<file path="config.mk">
export PLATFORM = sky130hd
export DESIGN_NAME = dff_pipe_bank
export DESIGN_NICKNAME = d
export VERILOG_FILES = /design/src/rtl/dff_pipe_bank.sv
export SDC_FILE = /design/constraint.sdc
export NUM_CORES = 1
export LEC_CHECK = 0
export ABC_AREA = 1
export ABC_CLOCK_PERIOD_IN_PS = 1800
export CAP_MARGIN = 30
export CORE_MARGIN = 1
export CORE_UTILIZATION = 30
export DETAILED_ROUTE_END_ITERATION = 10
export GPL_TIMING_DRIVEN = 1
export SYNTH_ARGS = -nofsm -noshare
export SYNTH_HDL_FRONTEND = slang
export SYNTH_SLANG_ARGS = --single-unit
</file>
<file path="constraint.sdc">
create_clock -name clk -period 1.8 [get_ports clk]
set_clock_uncertainty 0.15 [all_clocks]
set_input_delay 0.18 -clock clk [delete_from_list [all_inputs] [get_ports clk]]
set_output_delay 0.18 -clock clk [all_outputs]
set_load 0.02 [all_outputs]
</file>
<file path="src/rtl/dff_pipe_bank.sv">
// dff_pipe_bank: WIDTH x DEPTH register pipeline with per-stage valid bits,
// a valid-stage counter and enable/preset/clear controls of selectable polarity.
// Optional build macro DFF_PIPE_PARITY_EN adds a per-stage parity bit and
// drives parity_err; without it parity_err is tied low and err_inj is unused.
module dff_pipe_bank #(
  parameter int unsigned      WIDTH   = 8,
  parameter int unsigned      DEPTH   = 4,
  parameter logic [WIDTH-1:0] INIT    = '0,
  parameter bit               EN_POL  = 1'b1,
  parameter bit               PRE_POL = 1'b1,
  parameter bit               CLR_POL = 1'b1
) (
  input  logic                       clk,
  input  logic                       rst,
  input  logic                       en,
  input  logic                       pre,
  input  logic                       clr,
  input  logic [WIDTH-1:0]           d,
  input  logic                       d_valid,
  input  logic                       err_inj,
  output logic [WIDTH-1:0]           q,
  output logic                       q_valid,
  output logic [$clog2(DEPTH+1)-1:0] count,
  output logic                       parity_err
);

  localparam int unsigned CW = $clog2(DEPTH + 1);

  logic en_act_c;
  logic pre_act_c;
  logic clr_act_c;

  logic [DEPTH-1:0][WIDTH-1:0] data_q, data_d;
  logic [DEPTH-1:0]            valid_q, valid_d;
  logic [CW-1:0]               count_q, count_d;

  // Normalise control polarities to active-high.
  assign en_act_c  = (en  == EN_POL);
  assign pre_act_c = (pre == PRE_POL);
  assign clr_act_c = (clr == CLR_POL);

  // Next-state for data, valids and count: pre > clr > en > hold.
  always_comb begin
    data_d  = data_q;
    valid_d = valid_q;
    count_d = count_q;
    if (pre_act_c) begin
      for (int i = 0; i < DEPTH; i++) begin
        data_d[i] = '1;
      end
    end else if (clr_act_c) begin
      data_d  = '0;
      valid_d = '0;
      count_d = '0;
    end else if (en_act_c) begin
      data_d[0]  = d;
      valid_d[0] = d_valid;
      for (int i = 1; i < DEPTH; i++) begin
        data_d[i]  = data_q[i-1];
        valid_d[i] = valid_q[i-1];
      end
      // Count tracks popcount of valids: one in at stage 0, one out of the last stage.
      count_d = count_q + CW'(d_valid) - CW'(valid_q[DEPTH-1]);
    end
  end

  // Pipeline registers with synchronous reset.
  always_ff @(posedge clk) begin
    if (rst) begin
      data_q  <= {DEPTH{INIT}};
      valid_q <= '0;
      count_q <= '0;
    end else begin
      data_q  <= data_d;
      valid_q <= valid_d;
      count_q <= count_d;
    end
  end

  assign q       = data_q[DEPTH-1];
  assign q_valid = valid_q[DEPTH-1];
  assign count   = count_q;

`ifdef DFF_PIPE_PARITY_EN
  localparam logic [WIDTH-1:0] ONES     = '1;
  localparam logic             ONES_PAR = ^ONES;
  localparam logic             INIT_PAR = ^INIT;

  logic [DEPTH-1:0] par_q, par_d;

  // Parity bit per stage follows the same priority as its data.
  always_comb begin
    par_d = par_q;
    if (pre_act_c) begin
      par_d = {DEPTH{ONES_PAR}};
    end else if (clr_act_c) begin
      par_d = '0;
    end else if (en_act_c) begin
      par_d[0] = (^d) ^ err_inj;
      for (int i = 1; i < DEPTH; i++) begin
        par_d[i] = par_q[i-1];
      end
    end
  end

  // Parity registers with synchronous reset.
  always_ff @(posedge clk) begin
    if (rst) begin
      par_q <= {DEPTH{INIT_PAR}};
    end else begin
      par_q <= par_d;
    end
  end

  // Error flag derived from last-stage registers only; no added latency.
  assign parity_err = valid_q[DEPTH-1] & ((^data_q[DEPTH-1]) != par_q[DEPTH-1]);
`else
  logic unused_err_inj;
  assign unused_err_inj = err_inj;
  assign parity_err     = 1'b0;
`endif

endmodule

</file>
==> flow_summary.ini <==
[logic_synthesis]
synthSimpleGateAreaFrac = 0.169
synth_fp_nets = 217
avgSynthCellArea_um2 = 8.12
yosys_register_bits = 39
synthesis.instances = 199
synth_adder_area_share = 0.0279
synth_seq_area_share = 0.483
synth_top_family_by_area = compound AO/OA/AOI/OAI gates
synth_compound_area_frac = 0.211
muxShareOfSynthArea = 0
syn_area_mm2 = 0.00162
synth-xor-area-share = 0
yosysWarnings = 0
ys_types = 20

[finish]
fillCellCount = 556
finalNonFillerCells = 291
layout.nets = 238
layout-drive-gt1-share = 0.213
design_area_mm2 = 0.00213
synthToLayoutAreaGrowth_pct = 31.5
insertedDiodeCount = 0
final_core_util = 0.414

[sta]
fmax_mhz = 561
rsz0062_at_grt = yes
setup_viol = 0
timing.final.crit_share = 0.990
drv_slew = 0
hold_viol_final = 0
min_period_ns = 1.78

[clock_network]
numCtsBuffers = 5
postCtsSetupBuffers = 0
clk_pin_slew_ns = 0.07
cts_root_buf = clkbuf_8
clk_latency_ns = 0.29
cts.path.max_buffers = 2
tritoncts = built
clkSinkCount = 39
cts_max_level = 2

[pwr]
irDropWorstVdd_mv = 0.490
comb_power_share = 0.126
sw_frac_of_total = 0.233
p_seq_frac = 0.473
p_int_mw = 1.54
power.total_mw = 2.00
power_density_mw_per_mm2 = 942
p_switching_uw = 467
p_leak_nw = 0.825
pwr-share-clk = 0.401

[place]
hpwlAfterDp_um = 2080
placed_area_mm2 = 0.00197
dp_cells = 283
gp_congestion = 0.751
port_buffers = 25

[drt]
wl_per_cell_um = 11.1
drc = 0
drt_iter0_drc = 69
drtPass1Iterations = 4
final_antenna_net_count = 0
num_vias = 1315
vias_per_cell = 4.52
drt_wl_total_um = 3240

[critical_path]
worstPathCellList = inv_2 > ha_4 > inv_4 > ha_4 > inv_2 > fa_2 > nand2_2 > inv_2 > nor2_4 > nand3_2 > nand2_1 > nor2_1
critPathCaptureType = flop
path_max_fanout = 2
slowest_stage = dfxtp_4
slowest_delay_ns = 0.35
required_ns = 1.84
path_class = reg2reg
crit_path_start_kind = flop
cp_data_arrival_time_ns = 1.82
critPathMostFrequentCell = inv_2

[die]
fp.dieH_um = 75.4
die_w_um = 75.4
dieArea_mm2 = 0.00569
initial_utilization = 0.315
row_count = 26
core_area_mm2 = 0.00514
pin_count = 28

[grt]
grt_max_degree = 33
grt_pass1_wl_um = 5550
grt-ovfl-total = 0
antenna_found_initial = 0
grt_pass1_vias = 1246
grt_use_total = 0.131

[run]
maxCapViolations = 0

[outcome]
status = finished, final reports clean

[worst_hold_path]
min_path_type = in2reg
-- final timing paths --
check,startpoint,endpoint,slack [ns],cells after the start
max,count[0],count[2],0.02,12
min reg2reg,valid_q[1],valid_q[1],0.32,2
max reg2reg,count[0],count[2],0.02,12
min,d[0],data_q[0],0.32,3
-- power by group through the flow --
| stage | combinational, mW | sequential, mW | clock, mW |
|---|---|---|---|
| after floorplan | 0.165 | 0.961 | 0 |
| after global placement | 0.249 | 0.967 | 0 |
| after detailed placement | 0.250 | 0.967 | 0 |
| after CTS | 0.252 | 0.948 | 0.827 |
| after global routing | 0.281 | 0.957 | 0.857 |
| final | 0.251 | 0.948 | 0.803 |
-- cell type report --
cell class / count / area [um^2] / area share
Inverter: 7 / 28.8 / 0.0135
Clock inverter: 1 / 30.0 / 0.0141
Sequential cell: 39 / 788 / 0.371
Timing Repair Buffer: 36 / 383 / 0.180
Clock buffer: 7 / 97.6 / 0.0459
Multi-Input combinational cell: 131 / 711 / 0.334
Tap cell: 70 / 87.6 / 0.0412
-- cells in the final DEF (no fill, tap or decap) --
cell	count
a21oi_2	8
bufinv_16	1
o21ai_2	1
o21ai_0	32
nand2_1	4
buf_4	7
clkbuf_1	1
fa_2	1
inv_2	4
nor2_4	1
buf_12	4
a21oi_1	21
dfxtp_1	37
nand4_1	5
dfxtp_4	2
conb_1	1
clkbuf_16	1
nand3_2	1
inv_4	1
ha_4	2
inv_1	2
clkdlybuf4s50_1	25
nor2_1	46
nand2_2	6
nor2_2	2
clkbuf_8	5
-- metrics by stage --
step	hold WS (ns)	worst slack (ns)	setup TNS (ns)
floorplan	0.165	-0.0192	-0.0192
global placement	0.306	-0.0845	-0.0974
detailed placement	0.308	-0.113	-0.126
CTS	0.307	0.00367	0
global route	0.330	-0.0829	-0.138
finish	0.318	0.0186	0
-- flip-flops by register name, indices dropped and copies added, names as in the netlist --
register	count
q	8
valid_q	4
count	3
data_q	24
-- what timing repair did --
action,in CTS,in global routing
endpoints found under the hold margin,0,0
hold buffers,0,0
endpoints found under the setup margin,1,2
resized for setup,2,6
pin swaps,1,3
-- synthesized netlist by cell type --
library cell	n	area share
conb_1	1	0.0023
buf_2	7	0.022
clkbuf_1	3	0.0070
nor2_1	48	0.11
a21oi_1	22	0.068
nand2_2	5	0.019
a21oi_2	7	0.038
nand3_1	1	0.0031
buf_4	9	0.042
buf_6	3	0.021
inv_2	1	0.0023
o21ai_2	1	0.0054
dfxtp_1	39	0.48
inv_1	6	0.014
nor2_2	1	0.0039
nand2_1	5	0.012
o21ai_0	32	0.099
ha_1	2	0.015
nand4_1	5	0.019
fa_1	1	0.012
-- worst max-delay path, delay by kind of cell, from the launching register on --
| family | cells | cell delay [ns] |
|---|---|---|
| flip-flops | 1 | 0.35 |
| adder cells (fa/ha/maj) | 3 | 0.67 |
| AND/OR/NAND/NOR | 5 | 0.35 |
| buffers and inverters | 4 | 0.16 |
-- kinds of logic (layout without fill, tap and decap cells) --
group           count (synthesis)  after routing
other cells                     1              1
fa+ha+maj                       3              3
compound gates                 62             62
buf+inv                        29             51
flops                          39             39
simple gates                   65             65
-- layer usage --
layer,part of all wire,track usage
met2,0.44,0.199
met4,0.024,0.0741
met5,0,0
met3,0.046,0.0370
met1,0.49,0.168
Power figures use the tool's default switching activity.
==> RTL edit, RTL diff (same flow settings) <==
Register the inputs `en`, `pre`, `clr` and `d_valid` before use. The logic sees them one clock later. The other inputs are not delayed to match.
--- a/src/rtl/dff_pipe_bank.sv
+++ b/src/rtl/dff_pipe_bank.sv
@@ -26,6 +26,18 @@
 
   localparam int unsigned CW = $clog2(DEPTH + 1);
 
+  logic en_q;
+  logic pre_q;
+  logic clr_q;
+  logic d_valid_q;
+
+  always_ff @(posedge clk) begin
+    en_q      <= en;
+    pre_q     <= pre;
+    clr_q     <= clr;
+    d_valid_q <= d_valid;
+  end
+
   logic en_act_c;
   logic pre_act_c;
   logic clr_act_c;
@@ -35,9 +47,9 @@
   logic [CW-1:0]               count_q, count_d;
 
   // Normalise control polarities to active-high.
-  assign en_act_c  = (en  == EN_POL);
-  assign pre_act_c = (pre == PRE_POL);
-  assign clr_act_c = (clr == CLR_POL);
+  assign en_act_c  = (en_q == EN_POL);
+  assign pre_act_c = (pre_q == PRE_POL);
+  assign clr_act_c = (clr_q == CLR_POL);
 
   // Next-state for data, valids and count: pre > clr > en > hold.
   always_comb begin
@@ -54,13 +66,13 @@
       count_d = '0;
     end else if (en_act_c) begin
       data_d[0]  = d;
-      valid_d[0] = d_valid;
+      valid_d[0] = d_valid_q;
       for (int i = 1; i < DEPTH; i++) begin
         data_d[i]  = data_q[i-1];
         valid_d[i] = valid_q[i-1];
       end
       // Count tracks popcount of valids: one in at stage 0, one out of the last stage.
-      count_d = count_q + CW'(d_valid) - CW'(valid_q[DEPTH-1]);
+      count_d = count_q + CW'(d_valid_q) - CW'(valid_q[DEPTH-1]);
     end
   end
 
Behaviour: not the same (Yosys sat finds a counterexample within 4 cycles, from zero or initial values and one cycle with rst high).
==> RTL edit against the unedited design <==
  * Sequential power rose by 11%
  * Power fell by 6.9%
  * Worst setup slack worse by 0.0020 ns
  * Global-route usage is 1.6 points lower
  * Cell area down 4.3%
  * Non-clock buffer count decreased by 4
  * Critical path depth decreased by 3
  * Utilization is 2.3 points lower
  * Critical path type unchanged
  * Routed wire length is 1.4% lower
  * Final cell count unchanged
  * Area after synthesis rose by 1.9%
  * Sequential cell count up 4
  * Highest routed layer unchanged
==> RTL edit: results (changes against the unedited design) <==
Status
  – Status: finished clean

Worst setup path
  – RR Startpoint: d_valid_q
  – WP data arrival: 1.87 ns (+0.05 ns)
  – Worst R2R End: count[1]
  – Reg2reg path depth: 9 (-3)

Synth
  – Most frequent cells after synthesis: nor2_1, dfxtp_1, o21ai_0, a21oi_1, buf_4
  – Sequential fraction of the synthesis area: 52.24% (+3.9 points)
  – Syn nets: 221 (+1.8%)
  – Area contributors post-synth: dfxtp_1, nor2_1, o21ai_0, a21oi_1, buf_4
  – Unique cell type count in the Yosys netlist: 19 (-5.0%)
  – Primary FF master, synth: dfxtp_1

Clock tree
  – Cts bufs inserted: 5 (unchanged)

Layout
  – Fraction of layout cells with a size suffix above 1: 13.12% (-8.1 points)
  – Fillers: 560 (+0.72%)

Routing
  – Pre-antenna DRT Iters: 4 (unchanged)
  – Initial DRC Count: 96 (+39%)
  – Detailed-route wire length per cell: 10.98 um (-1.4%)
  – Drt drc: 0 (unchanged)
  – Vias after detailed routing: 1322 (+0.53%)

Global route
  – All-Layer GR Usage: 11.51% (-1.6 points)
  – Vias in the first global route: 1161 (-6.8%)
  – Global-route wire length before repair: 5306 um (-4.3%)

Place
  – Cell count after placement: 281 (-0.71%)
  – RePlAce Congestion: 0.8129 (+8.3%)
  – Post-DP HPWL: 1959 um (-5.9%)

Min path
  – Hold Crit Endpoint: pre_act_c
  – Hold wc startpoint: pre
  – Worst Hold Depth: 1 (-2)

Power and ir drop
  – Worst vdd ir: 0.4715 mV (-3.7%)
  – Net switching power figure: 0.0004815 W (+3.0%)
  – Pleak: 0.8018 nW (-2.8%)

Timing
  – Hold WS: 0.1698 ns (-0.1483 ns)
-- RTL edit: cell count changes after synthesis, sizes merged --
cell / delta
clkbuf: +2
dfxtp: +4
buf: -2
-- RTL edit: how the worst max path moves through the flow --
stage / from / end / slack (ns) / cells past startpoint
after global placement: d_valid_q / count[2] / 0.02 / 12
after detailed placement: d_valid_q / count[2] / -0.03 / 12
after CTS: d_valid_q / count[1] / 0.001 / 9
final: d_valid_q / count[1] / 0.02 / 9
after floorplan: valid_q[3] / count[2] / 0.04 / 11
after global routing: d_valid_q / count[1] / -0.07 / 9
-- RTL edit: power groups by stage --
stage	logic [W]	registers, W	clock network [W]
floorplan	0.000157	0.00106	0
global placement	0.000219	0.00107	0
detailed placement	0.000219	0.00107	0
CTS	0.000224	0.00105	0.000614
global route	0.000249	0.00106	0.000659
finish	0.000225	0.00105	0.000592
-- RTL edit: final cells by class --
class	instances	area, sq um	share of cell area, %
Clock inverter	3	15.01	0.7380
Multi-Input combinational cell	131	655.6	32.23
Tap cell	70	87.58	4.305
Timing Repair Buffer	32	315.3	15.50
Sequential cell	43	865.8	42.56
Inverter	7	26.28	1.292
Clock buffer	5	68.82	3.383
-- RTL edit: kinds of logic (layout without fill, tap and decap cells) --
kind of cell | Yosys count | after routing | synth area share (%)
compound gates | 62 | 62 | 19.06
buf+inv | 29 | 47 | 9.947
simple gates | 65 | 65 | 15.79
fa+ha+maj | 3 | 3 | 2.733
other cells | 1 | 1 | 0.2276
flops | 43 | 43 | 52.24
-- RTL edit: metal layers --
layer	global-route usage [%]	vias up	share of wire [%]
met2	16.55	32	43
met3	3.952	5	5.3
li1	-	693	-
met4	6.346	0	2.3
met1	15.01	592	49
met5	0	-	0
-- RTL edit: through the flow --
step / cell area, sq um / total power [W] / setup WS (ns) / setup TNS, ns
2_1_floorplan: 1667 / 0.001219 / 0.04057 / 0
3_3_place_gp: 1917 / 0.001287 / 0.01699 / 0
3_5_place_dp: 1917 / 0.001289 / -0.03010 / -0.05414
4_1_cts: 2012 / 0.001885 / 0.001267 / 0
5_1_grt: 2034 / 0.001963 / -0.07490 / -0.1359
6_report: 2034 / 0.001865 / 0.01658 / 0
-- RTL edit: timing repair --
item | 4_1_cts | 5_1_grt
setup buffers | 1 | 1
gates resized for setup | 2 | 6
pin swaps | 0 | 5
setup endpoints to repair | 2 | 2
-- RTL edit: critical path, cell delays in order (launching register included) --
cell and delay [ns]:
dfxtp_2 0.34, inv_2 0.04, ha_4 0.25, inv_2 0.04
ha_4 0.14, inv_2 0.05, fa_2 0.43, nor2_2 0.11
nand2_1 0.06, a21oi_1 0.13
